`src/rtl/color_detector.sv`:
```
// color_detector: classifies RGB332 samples as red/blue, counts per frame and publishes a verdict; window test enabled by COLOR_DET_ROI_EN
module color_detector #(
   parameter int WIDTH       = 176,
   parameter int HEIGHT      = 144,
   parameter int RED_THRESH  = 2000,
   parameter int BLUE_THRESH = 2000,
   parameter int ROI_X0      = 44,
   parameter int ROI_X1      = 131,
   parameter int ROI_Y0      = 36,
   parameter int ROI_Y1      = 107
) (
   input  logic        CLK,
   input  logic        RES,
   input  logic [7:0]  PIXEL,
   input  logic        SAMP_RDY,
   input  logic [14:0] X,
   input  logic [14:0] Y,
   input  logic        VSYNC,
   output logic [14:0] RED_CNT,
   output logic [14:0] BLUE_CNT,
   output logic [1:0]  RESULT,
   output logic        RESULT_VALID
);
`ifdef COLOR_DET_ROI_EN
   localparam logic ROI_ON = 1'b1;
`else
   localparam logic ROI_ON = 1'b0;
`endif
   localparam logic [14:0] W_L  = 15'(WIDTH);
   localparam logic [14:0] H_L  = 15'(HEIGHT);
   localparam logic [14:0] RT_L = 15'(RED_THRESH);
   localparam logic [14:0] BT_L = 15'(BLUE_THRESH);
   localparam logic [14:0] RX0  = 15'(ROI_X0);
   localparam logic [14:0] RX1  = 15'(ROI_X1);
   localparam logic [14:0] RY0  = 15'(ROI_Y0);
   localparam logic [14:0] RY1  = 15'(ROI_Y1);
   localparam logic [14:0] SAT  = 15'h7fff;

   typedef enum logic [1:0] {IDLE, ACCUM, EVAL} state_t;

   state_t      state, next;
   logic        rdy_q, vsync_q;
   logic        strobe, frame_edge;
   logic        is_red, is_blue, in_win;
   logic        clr, load, cnt_en;
   logic        r_ok, b_ok;
   logic [1:0]  verdict;
   logic [14:0] red_acc, blue_acc;

   assign strobe     = SAMP_RDY & ~rdy_q;
   assign frame_edge = VSYNC & ~vsync_q;
   assign is_red     = PIXEL[7:5] >= 3'd5 && PIXEL[4:2] <= 3'd2 && PIXEL[1:0] <= 2'd1;
   assign is_blue    = PIXEL[1:0] == 2'd3 && PIXEL[7:5] <= 3'd2 && PIXEL[4:2] <= 3'd3;
   assign in_win     = X < W_L && Y < H_L &&
                       (!ROI_ON || (X >= RX0 && X <= RX1 && Y >= RY0 && Y <= RY1));
   assign r_ok       = RED_CNT >= RT_L;
   assign b_ok       = BLUE_CNT >= BT_L;
   assign verdict    = (r_ok && b_ok) ? ((RED_CNT > BLUE_CNT) ? 2'b01 :
                                         (BLUE_CNT > RED_CNT) ? 2'b10 : 2'b11)
                                      : {b_ok, r_ok};

   // state register
   always_ff @(posedge CLK or negedge RES) begin
      if (!RES) state <= IDLE;
      else      state <= next;
   end

   // next state and datapath controls; a strobe coinciding with a frame edge is dropped
   always_comb begin
      next   = state;
      clr    = 1'b0;
      load   = 1'b0;
      cnt_en = 1'b0;
      case (state)
         IDLE: begin
            next = frame_edge ? ACCUM : IDLE;
            clr  = frame_edge;
         end
         ACCUM: begin
            next   = frame_edge ? EVAL : ACCUM;
            clr    = frame_edge;
            load   = frame_edge;
            cnt_en = !frame_edge && strobe && in_win;
         end
         EVAL: begin
            next   = ACCUM;
            cnt_en = strobe && in_win;
         end
         default: next = IDLE;
      endcase
   end

   // edge detectors, saturating accumulators, published counts and verdict
   always_ff @(posedge CLK or negedge RES) begin
      if (!RES) begin
         rdy_q        <= 1'b0;
         vsync_q      <= 1'b0;
         red_acc      <= '0;
         blue_acc     <= '0;
         RED_CNT      <= '0;
         BLUE_CNT     <= '0;
         RESULT       <= 2'b00;
         RESULT_VALID <= 1'b0;
      end else begin
         rdy_q        <= SAMP_RDY;
         vsync_q      <= VSYNC;
         red_acc      <= clr ? '0 : red_acc + 15'(cnt_en && is_red && red_acc != SAT);
         blue_acc     <= clr ? '0 : blue_acc + 15'(cnt_en && is_blue && blue_acc != SAT);
         RED_CNT      <= load ? red_acc : RED_CNT;
         BLUE_CNT     <= load ? blue_acc : BLUE_CNT;
         RESULT       <= (state == EVAL) ? verdict : RESULT;
         RESULT_VALID <= state == EVAL;
      end
   end
endmodule
```
`config.mk`:
```
export PLATFORM = sky130hd
export DESIGN_NAME = color_detector
export DESIGN_NICKNAME = d
export VERILOG_FILES = /design/src/rtl/color_detector.sv
export SDC_FILE = /design/constraint.sdc
export NUM_CORES = 1
export LEC_CHECK = 0
export ABC_AREA = 1
export BUFFER_PORTS_ARGS = -buffer_cell sky130_fd_sc_hd__clkbuf_2
export CORE_ASPECT_RATIO = 0.7
export CORE_MARGIN = 10
export CORE_UTILIZATION = 55
export CTS_CLUSTER_DIAMETER = 80
export DETAILED_ROUTE_END_ITERATION = 6
export PLACE_DENSITY_LB_ADDON = 0.05
export SETUP_SLACK_MARGIN = 0.2
export SYNTH_ARGS = -nofsm -noshare
export SYNTH_HDL_FRONTEND = slang
export SYNTH_SLANG_ARGS = --single-unit
```
`constraint.sdc`:
```
create_clock -name CLK -period 2.9 [get_ports CLK]
set_input_delay 0.87 -clock CLK [delete_from_list [all_inputs] [get_ports CLK]]
set_output_delay 0.87 -clock CLK [all_outputs]
set_load 0.1 [all_outputs]
```
# Word-level counts from Yosys, hierarchy flattened
# Index checks and enable logic that the tools add are counted.
# word_totals
reg_bits	67
input_bits	42
output_inout_bits	33
wordCells	58
# classes
n_addsub	2
magnitude_cmp	11
n_eq_ne	5
muxes	11
bitwise_logic	4
reduce_logical	16
# op_table
cell	n
adder 15 x 1 -> 15 bit	2
greater-or-equal comparator 15 x 11 -> 1 bit, second input constant	2
greater-than comparator 15 bit	2
less-than comparator 15 x 8 -> 1 bit, second input constant	2
two-way mux 15 bit	2
inequality test 15 bit, second input constant	2
logical AND 1 bit	13
less-or-equal comparator 3 x 2 -> 1 bit, second input constant	3
two-way mux 2 bit	3
case mux 2 bit (3 select lines)	1
== test 2 bit, second input constant	2
two-way mux 1 bit	4
greater-or-equal comparator 3 bit, second input constant	1
bitwise AND 1 bit	2
== test 2 x 1 -> 1 bit, second input constant	1
less-or-equal comparator 2 x 1 -> 1 bit, second input constant	1
zero test 2 bit	1
NOT 1 bit	2
case mux 1 bit (2 select lines)	1
OR reduction 2 bit	1
zero test 1 bit	1

# Depth between registers and ports, before layout
# depth
ltp_word	10
mapped_depth	17
ltp_nobuf	17

# Worst setup path before layout
# No wires, ideal clock.
# synth_timing
path_type	input -> register
startpoint	in Y[10]
endpoint	reg blue_acc[8]
setup_time_ns	0.126
arrival_time_ns	2.219
t_required_ns	2.774
slack_ns	0.556
stages	12
n_path_buf	0
path_cell_list	nor3_1 > o21ai_0 > nor2_1 > nand3_1 > nor2_1 > ha_1 > ha_1 > nand2_1 > nor2_1 > inv_1 > o21ai_0 > a21oi_1
# synth_between
elab_chain_len	8
elab_cells_between_ends	9
cone_classes	add/sub: 1; order compare: 1; mux: 2; reduce/logical: 5
# synth_lines
item	line	source
from (decl)	17	input logic [14:0] Y,
less-than comparator 15 x 8 -> 1 bit (*)	54	assign in_win = X < W_L && Y < H_L &&
logical AND 1 bit (*)	54	
logical AND 1 bit, on equally long branches	87, 83	
case mux 1 bit (2 select lines) (*)	74	case (state)
logical AND 1 bit (*) (2 in a row)	108	blue_acc <= clr ? '0 : blue_acc + 15'(cnt_en && is_blue && blue_acc != SAT);
adder 15 x 1 -> 15 bit (*)	108	
two-way mux 15 bit (*)	108	
to (signal assigned)	108	
to (decl)	48	logic [14:0] red_acc, blue_acc;
# Mark *: on every way between the ends. The rest lies on a longest branch, timed or not.
# A chain may end at the register's enable or synchronous reset.

# Worst setup path in the final report
# layout_timing
startpoint	reg state[0]
endpoint	reg blue_acc[10]
# layout_between
elab_chain_len	6
elab_cells_between_ends	10
cone_classes	add/sub: 1; eq/ne: 2; mux: 3; reduce/logical: 4
# layout_lines
item	line	source
from (decl)	41	state_t state, next;
from (signal assigned)	65	else state <= next;
== test 2 bit / == test 2 x 1 -> 1 bit (equally long branches)	74	
case mux 1 bit (2 select lines)	74	
logical AND 1 bit (2 in a row)	108	
adder 15 x 1 -> 15 bit	108	
two-way mux 15 bit (*)	108	
# Marks and branches as above.

==> flow_results.org <==
** Setup path
- STA classifies the critical path startpoint as a register.
- The slowest stage of the critical path is the dfrtp_1 cell.
- Worst path top cell family by delay :: simple AND/OR/NAND/NOR gates
- Logic depth of the worst path, buffers included :: 15
- Maximum fanout along the worst path :: 4
- Depth of the worst register-to-register path :: 15
- The largest single stage delay on the critical path is around 380 ps.
- The critical path goes through inv_1, ha_1, inv_1, nor2_1, nand4_1, a21oi_2, nand3_2, nor2_1, ha_2, ha_1, nand2_1, nor2_4, nand3_1, o21ai_0, a21oi_1.
- Data on the critical path is required at its endpoint by approximately 3100 ps.
- The worst setup path is captured at a register.
- Crit path kind :: register to register
- WP data arrival :: approximately 2600 ps
- CP bufs+invs :: 2

** Detailed routing
- For this run, the detailed router's first-pass iteration total came to 5.
- After detailed routing, the number of remaining DRC violations is 0.
- The first routing iteration left approximately 210 violations.
- Dividing the detail-routed wire length by the instance count gives between 10 and 15 microns.
- Via-to-Cell Ratio :: ~5
- Across all layers, the routed design uses slightly above 3000 vias.
- Number of routed nets with antenna violations :: 0
- After detailed routing, the total wire length is approximately 8.7 mm.

** Floorplan
- Floorplan die width :: between 100 and 150 microns
- From bottom edge to top edge, the die measures 87.3 microns.
- DIE AREA :: 0.0101 sq mm
- In this run the count of I/O pins placed on the die edge is 75.
- The core region is roughly 0.0062 sq mm.
- FP Rows :: 24
- Initial standard-cell utilization of the core :: 56.9%

** Pwr
- Static leakage :: approximately 2.2 nW
- VDD IR-drop max :: 0.000740 V
- Total power per unit cell area :: approximately 860 mW/mm^2
- Overall power after layout :: approximately 3.7 mW

** Clocking
- Number of buffers inserted for hold repair after clock tree synthesis :: 0
- Number of sinks driven by the clock tree :: 67
- Clock-pin slew was measured on the worst setup and hold paths at approximately 70 ps.
- The later pin in the worst-skew pair is clocked with a latency of around 350 ps.
- Number of buffers created by CTS :: 9
- CTS Buffer Depth :: 2
- Max H-tree Level :: 3
- In this run the clock root is driven by a clkbuf_8.
- CTS tree :: built

** GRT
- Wire length of the first global-routing pass :: around 15 mm
- Via count of the first global-routing pass :: 2980
- Initial antenna violation count :: 0
- In the global route stage, overall resource usage came out at 18.3%.
- Summed over all layers, the global routing overflow is 0.
- Entering global routing, the biggest net connects 57 pins.

** Timing
- Based on the critical path, the design can be clocked at up to ~420 MHz.
- The final number of max-transition violations was 0.
- After layout, the worst path uses roughly 83% of the clock period.
- Setup repair after global routing missed its margin :: no
- The hold violation count in the final report came to 0.
- Headroom to the max-slew limit came out at a little under two fifths.
- Post-route clock skew :: 7.37 ps
- Final setup viols :: 0
- The smallest clock period supported by the final layout is computed as roughly 2400 ps.
- In the post-route analysis, the smallest setup slack over all paths is about 500 ps.
- Accumulated negative setup slack :: 0 ps
- For the pin with the worst max-slew slack, the measured transition is around 940 ps.

** Logic synthesis
- Cell type with the highest aggregate area in the netlist :: dfrtp_1
- The number of nets handed over by synthesis was roughly 500.
- Total of flip-flops plus latches after synthesis :: 67
- Synthesized area per cell :: 8.10 sq um
- Number of unique standard cell types used by synthesis :: 28
- Sorting the synthesized cells by area gives the leading types as dfrtp_1 (47%), nand2_1 (10%), ha_1 (8.8%).
- In the synthesized netlist, the number of instances is around 440.
- Sequential-to-total area share from yosys stat :: a little under half
- After synthesis the cells add up to about 0.0036 sq mm.
- Yosys warning total :: 0
- Top cell type's share of synthesized area :: 47.1%

** Layout
- Most common cell after layout, fill and taps aside :: nand2_1
- Commonest cells after routing, fill and taps aside :: nand2_1 (95), dfrtp_1 (67), inv_1 (67)
- Number of antenna diodes :: 0
- Area added between synthesis and finish :: 19.7%
- At the end of the flow, the number of nets in the layout was 580.
- Share of post-route cells with drive strength above 1 :: between 20% and 30%

** Placement
- The wire-length estimate of the detail-placed layout is roughly 6.7 mm.
- Port buffering added between 60 and 70 buffers.
- The congestion estimate from routability-driven global placement came to approximately 0.88.
- Worst slack at placement :: approximately 70 ps

** Worst hold path
- In this run the worst hold path is classified as register to register.
- Counting instances, the worst hold path has a depth of 2.

** Status
- Outcome :: completed

** Flow run
- Max-cap violations in this run came to 0.
report_power, final:
part | total (mW) | leakage (nW) | switching (mW) | internal (mW)
clock network | 0.881 | 0.113 | 0.351 | 0.530
registers | 1.17 | 0.908 | 0.117 | 1.06
logic | 1.60 | 1.19 | 1.28 | 0.318
total | 3.66 | 2.21 | 1.75 | 1.90
cells in the mapped netlist:
library cell,instances
a21o_1,1
a21oi_1,36
a31oi_1,2
and2_1,1
buf_2,6
buf_4,1
clkbuf_1,1
dfrtp_1,67
ha_1,25
inv_1,67
inv_2,1
mux2_2,5
nand2_1,95
nand2_2,2
nand3_1,13
nand3_2,2
nand3b_1,1
nand4_1,9
nor2_1,50
nor2_2,2
nor2_4,3
nor3_1,6
nor4_1,2
o211ai_1,1
o21a_1,1
o21ai_0,37
o21ai_1,1
o31ai_1,1
metal layers:
layer	wire, microns	GRT usage, %	part of all wire, %
met1	4320	25.1	50
met2	3620	26.4	42
met3	688	6.89	7.9
met4	68	4.42	0.78
met5	0	0	0
cell type report:
type	instances	area, sq um
Timing Repair Buffer	71	393
Inverter	68	255
Clock buffer	12	155
Multi-Input combinational cell	296	1610
Sequential cell	67	1680
Tap cell	78	97.6
Clock inverter	4	72.6
Fill cell	535	1990
what timing repair did:
item / CTS / global route
setup buffers: 0 / 1
endpoints found under the setup margin: 0 / 9
resized for setup: 0 / 8
final timing paths:
path,startpoint,endpoint,slack (ps)
max in group asynchronous,RES,RED_CNT[1]$_DFFE_PN0P_,1570
min in group asynchronous,RES,vsync_q$_DFF_PN0_,650
worst min-delay path,RESULT[1]$_DFFE_PN0P_,RESULT[1]$_DFFE_PN0P_,490
worst max-delay path,state[0]$_DFF_PN0_,blue_acc[10]$_DFF_PN0_,500
worst min register to register,RESULT[1]$_DFFE_PN0P_,RESULT[1]$_DFFE_PN0P_,490
worst max register to register,state[0]$_DFF_PN0_,blue_acc[10]$_DFF_PN0_,500
cell families after synthesis:
kind of cell / synth area share (%)
AOI/OAI and AO/OA: 11.6
buffers and inverters: 8.34
and+or+nand+nor: 22.5
adders and majority gates: 8.80
DFF: 47.1
muxes: 1.58
worst register-to-register path, stage by stage (launching register included):
cell and delay [ps]:
dfrtp_1 380, inv_1 70, ha_1 270, inv_1 40
nor2_1 90, nand4_1 100, a21oi_2 130, nand3_2 120
nor2_1 120, ha_2 210, ha_1 140, nand2_1 80
nor2_4 150, nand3_1 120, o21ai_0 200, a21oi_1 60
registers in the layout (all words and copies together) (netlist names):
name and count:
BLUE_CNT 15, RED_CNT 15, RESULT 2, RESULT_VALID 1
blue_acc 15, rdy_q 1, red_acc 15, state 2
vsync_q 1
through the flow:
stage               instances  instance area (sq um)  util (%)  hold slack (ps)
floorplan                 439                   3560         -              485
global placement          579                   4000      64.0              468
detailed placement        579                   4000      64.0              476
CTS                       595                   4230      67.6              494
global route              596                   4260      68.1              520
finish                    596                   4260      68.1              492
Note: power is estimated with default switching activity, not from simulation.
